===== src/rtl/operand_fwd_ctrl.sv =====
// operand_fwd_ctrl: registered EX operand-select codes, load-use stall and memory-wait freeze
module operand_fwd_ctrl #(
  parameter int REG_W   = 4,
  parameter int TIMEOUT = 64
) (
  input  logic             clk,
  input  logic             rst_n,
  input  logic             id_valid,
  input  logic [REG_W-1:0] id_rs1,
  input  logic [REG_W-1:0] id_rs2,
  input  logic             id_rs1_used,
  input  logic             id_rs2_used,
  input  logic             id_use_imm,
  input  logic [REG_W-1:0] id_rd,
  input  logic             id_wen,
  input  logic             id_is_load,
  input  logic             flush,
  input  logic             mem_ready,
  output logic [1:0]       sel_a_ex,
  output logic [1:0]       sel_b_ex,
  output logic             stall_id,
  output logic             bubble_ex,
  output logic             freeze,
  output logic             mem_timeout
);
  localparam int CW = $clog2(TIMEOUT + 1);
  typedef enum logic [1:0] {RUN, LU_STALL, MEM_WAIT} state_t;
  typedef struct packed {
    logic             v;
    logic [REG_W-1:0] rd;
    logic             wen;
    logic             ld;
  } slot_t;
  state_t        state, state_nx;
  slot_t         exs, mems;
  logic [CW-1:0] cnt;
  logic          ex_a, ex_b, mem_a, mem_b, hazard, mem_wait;
  logic [1:0]    sel_a_nx, sel_b_nx;
  always_comb begin
    ex_a     = exs.v && exs.wen && exs.rd == id_rs1 && id_rs1 != '0 && id_rs1_used;
    ex_b     = exs.v && exs.wen && exs.rd == id_rs2 && id_rs2 != '0 && id_rs2_used;
    mem_a    = mems.v && mems.wen && mems.rd == id_rs1 && id_rs1 != '0 && id_rs1_used;
    mem_b    = mems.v && mems.wen && mems.rd == id_rs2 && id_rs2 != '0 && id_rs2_used;
    hazard   = id_valid && exs.ld && (ex_a || ex_b);
    mem_wait = mems.v && mems.ld && !mem_ready;
    sel_a_nx = ex_a ? 2'b01 : mem_a ? 2'b10 : 2'b00;
    sel_b_nx = id_use_imm ? 2'b11 : ex_b ? 2'b01 : mem_b ? 2'b10 : 2'b00;
  end
  always_ff @(posedge clk) begin
    if (!rst_n) state <= RUN;
    else state <= state_nx;
  end
  always_comb begin
    state_nx = (state == MEM_WAIT) ? (mem_ready ? RUN : MEM_WAIT) :
               mem_wait ? MEM_WAIT :
               (state == RUN && hazard && !flush) ? LU_STALL : RUN;
  end
  // freeze follows the wait condition in every state so a slow load never slips out of MEM
  always_comb begin
    freeze    = mem_wait;
    stall_id  = state == RUN && hazard && !flush && !mem_wait;
    bubble_ex = stall_id;
  end
  always_ff @(posedge clk) begin
    if (!rst_n) begin
      exs         <= '0;
      mems        <= '0;
      sel_a_ex    <= 2'b00;
      sel_b_ex    <= 2'b00;
      cnt         <= '0;
      mem_timeout <= 1'b0;
    end else begin
      if (!freeze) begin
        mems     <= exs;
        exs      <= {id_valid && !bubble_ex && !flush, id_rd, id_wen, id_is_load};
        sel_a_ex <= (bubble_ex || flush) ? 2'b00 : sel_a_nx;
        sel_b_ex <= (bubble_ex || flush) ? 2'b00 : sel_b_nx;
      end
      cnt         <= !freeze ? '0 : (cnt == CW'(TIMEOUT)) ? cnt : cnt + CW'(1);
      mem_timeout <= mem_timeout || (freeze && cnt >= CW'(TIMEOUT - 1));
    end
  end
endmodule


===== config.mk =====
export PLATFORM = sky130hd
export DESIGN_NAME = operand_fwd_ctrl
export DESIGN_NICKNAME = d
export VERILOG_FILES = /design/src/rtl/operand_fwd_ctrl.sv
export SDC_FILE = /design/constraint.sdc
export NUM_CORES = 1
export LEC_CHECK = 0
export CORE_MARGIN = 5
export CORE_UTILIZATION = 30
export DETAILED_ROUTE_END_ITERATION = 7
export GPL_TIMING_DRIVEN = 0
export HOLD_SLACK_MARGIN = 0.15
export PLACE_DENSITY = 0.64
export SLEW_MARGIN = 5
export SYNTH_ARGS = -nofsm -noshare
export SYNTH_HDL_FRONTEND = slang
export SYNTH_SLANG_ARGS = --single-unit

===== constraint.sdc =====
create_clock -name clk -period 1.55 [get_ports clk]
set_input_delay 0.2325 -clock clk [delete_from_list [all_inputs] [get_ports clk]]
set_output_delay 0.2325 -clock clk [all_outputs]
set_load 0.01 [all_outputs]

==> out/qor.yml <==
timing:
  hold_violations: 0
  clock_skew_ps: 2.265
  period_needed_ps: 1928
  whs_ps: 449.9
  slew_violations: 0
  setup_viol: 4
  finalWorstSetupSlack_ps: -377.6
  max_slew.worst_pin.slew_ps: 370.0
  period_share_pct: 124.4
  max_freq_mhz: 518.8
  slew_headroom_pct: 75.11
  grt_setup_unrepaired: "true"
clocking:
  cts.clk_slew.worst_paths_ps: 90
  cts_tree: "built"
  clock_latency_ps: 270
  cts_buffers: 3
  clockRootBuffer: "clkbuf_8"
  cts.hold.buffers_added: 0
  cts.sinks: 28
  htree_num_levels: 1
  clock_path_buffers: 2
grt:
  met3_usage_pct: 2.199
  grt_pass1_wl_um: 5664
  grt_util_met1_pct: 15.34
  antenna_found_initial: 0
  grt_use_met2_pct: 18.70
  grt_remaining_overflow: 0
  top_usage_layer: "met2"
  first_global_vias: 1216
  grtUsageTotal_pct: 11.44
  grt_max_degree: 15
worst_setup_path:
  reg2reg_depth: 9
  max_stage_delay_ps: 370
  cp-start-kind: "flop"
  cp.arrival_ps: 1700
  r2r_start: "exs[5]$_SDFFE_PN0N_"
  end_kind: "primary output"
  worstPathRequired_ps: 1320
  worstPathCellList: "xor2_1 -> nor3_4 -> nand3_2 -> a21oi_4 -> and2_4 -> buf_6 -> buf_6"
  critPathSlowestCell: "dfxtp_4"
  criticalPathCategory: "flop to primary output"
  crit_top_cell: "buf_6"
  r2r_end: "sel_b_ex[1]$_SDFFE_PN0N_"
  cp_max_fo: 4
  ff2ff_setup_slack_ps: -20
floorplan:
  die_w_um: 77.73
  ios: 30
  die_area_mm2: 0.006042
  rows: 24
  die_h_um: 77.73
  initial_core_util_pct: 31.18
  core_area_mm2: 0.004414
synthesis:
  ys_seq_area_share_pct: 40.73
  synth.distinct_cells: 35
  yosysTopAreaCell: "dfxtp_1"
  synth_area_leaders: "dfxtp_1, xor2_1, nand2_1, a21boi_0, xnor2_1"
  synth_nets: 181
  synth.avg_cell_area_um2: 8.766
  synth_warnings: 0
  synth_top_area_share_pct: 40.73
  syn_inst: 157
  synth_seq_cells: 28
  synthesis.area_mm2: 0.001376
route:
  vias: 1237
  drt-total-wl_um: 3344
  drtIter0Drc: 49
  drc: 0
  ant_nets: 0
  drt-pass1-iter-count: 6
  wire_per_inst_um: 12.91
  via_per_inst: 4.776
status:
  status: "finished, violations left"
  violations: "setup timing"
final_layout:
  area_growth_pct: 41.91
  fin_nets: 233
  multi_input_area_um2: 814.5
  fillCellCount: 441
  final_cells: 259
  mostFrequentLayoutCells: "nand2_1, dfxtp_1, clkdlybuf4s50_1, buf_4, xor2_1"
  num_antenna_cells: 0
  drive_gt1_share_pct: 21.74
  final_common_cell: "nand2_1"
  seqCellArea_um2: 571.8
hold_path:
  whs_endpoint: "sel_a_ex[0]$_SDFFE_PN0N_"
  min-delay-start: "sel_a_ex[0]$_SDFFE_PN0N_"
  hold_class: "flop to flop"
  worstHoldPathCells: 2
pwr:
  vdd_drop_max_mv: 0.2640
  leakagePower_nw: 0.7695
  power_density_mw_per_mm2: 670.1
placed_design:
  gp_congestion: 0.8180
  numPortBuffers: 29
  place_hpwl_um: 2406
  placedCellCount: 238
flow_run:
  maxCapViolations: 0
## Yosys cell counts, drive strengths merged
| cell | instances |
|---|---|
| nand2b | 3 |
| inv | 4 |
| o2111ai | 1 |
| buf | 2 |
| o41ai | 1 |
| a21o | 1 |
| o21a | 3 |
| o31ai | 3 |
| nor2 | 11 |
| nor3 | 4 |
| ha | 2 |
| and3 | 1 |
| o21ai | 1 |
| and2 | 1 |
| clkbuf | 2 |
| a31oi | 2 |
| o41a | 1 |
| nand4 | 2 |
| nor4 | 2 |
| and4 | 1 |
| a21oi | 4 |
| a21boi | 11 |
| or2 | 1 |
| nand3b | 3 |
| dfxtp | 28 |
| xor2 | 15 |
| nand2 | 33 |
| nor4b | 1 |
| nand3 | 6 |
| xnor2 | 7 |
## flip-flops by register name, indices dropped and copies added (netlist names)
signal and count:
sel_a_ex 2, exs 7, mem_timeout 1, sel_b_ex 2, mems 7, cnt 7, state 2
## power breakdown
group | leakage, nW | switching (mW) | total [mW] | internal (mW)
sequential | 0.231 | 0.0203 | 0.757 | 0.737
combinational | 0.517 | 0.0716 | 0.168 | 0.0965
clock | 0.0216 | 0.209 | 0.384 | 0.174
## layout make-up
class                      count  share of cell area (%)
multi-input combinational    121                   41.70
sequential                    28                   29.28
timing repair buffer          47                   21.20
tap                           52                   3.331
clock buffer                   3                   2.114
buffer                         4                   1.602
inverter                       4                  0.7687
## repair_timing
| item | in CTS | in global routing |
|---|---|---|
| endpoints found under the setup margin | 4 | 11 |
| gates resized for setup | 31 | 11 |
| setup buffers | 12 | 6 |
| pin swaps | 6 | 6 |
## how the worst max path moves through the flow
stage,to,slack (ps),startpoint,cells after the start
floorplan,stall_id,9,exs[2]$_SDFFE_PN0N_,6
global placement,stall_id,-1060,id_rs1[0],8
detailed placement,stall_id,-1090,id_rs1[0],8
CTS,stall_id,-350,exs[3]$_SDFFE_PN0N_,7
global route,stall_id,-460,exs[5]$_SDFFE_PN0N_,7
finish,stall_id,-380,exs[5]$_SDFFE_PN0N_,7
## worst max-delay path: cells and delay by family, from the launching register on
| kind | cells | cell delay [ps] |
|---|---|---|
| xor+xnor | 1 | 180 |
| buf+inv | 2 | 180 |
| flops | 1 | 370 |
| compound gates | 1 | 180 |
| simple gates | 3 | 520 |
## per-stage QoR
stage	utilization (%)	setup TNS (ps)	instance area (µm²)	setup WS (ps)	power (mW)
after floorplan	-	0	1379	9.269	0.8401
after global placement	39.29	-5896	1734	-1060	0.9276
after detailed placement	39.29	-6215	1734	-1091	0.9296
after CTS	42.57	-654.6	1879	-351.6	1.321
after global routing	44.25	-1185	1953	-460.0	1.373
final	44.25	-729.8	1953	-377.6	1.309
## per-layer routing
layer	vias to the layer above	wire, µm
li1	635	-
met1	573	1617
met2	27	1592
met3	2	99
met4	0	34
met5	-	0
## logic make-up after synthesis
kind of cell             after synthesis  synth area share, %
flip-flops                            28                40.73
adder cells (fa/ha/maj)                2                1.818
AO/OA/AOI/OAI                         28                16.27
XOR/XNOR                              22                14.00
AND/OR/NAND/NOR                       69                24.64
buffers and inverters                  8                2.545
No activity file was read; power rests on OpenSTA's default activity.
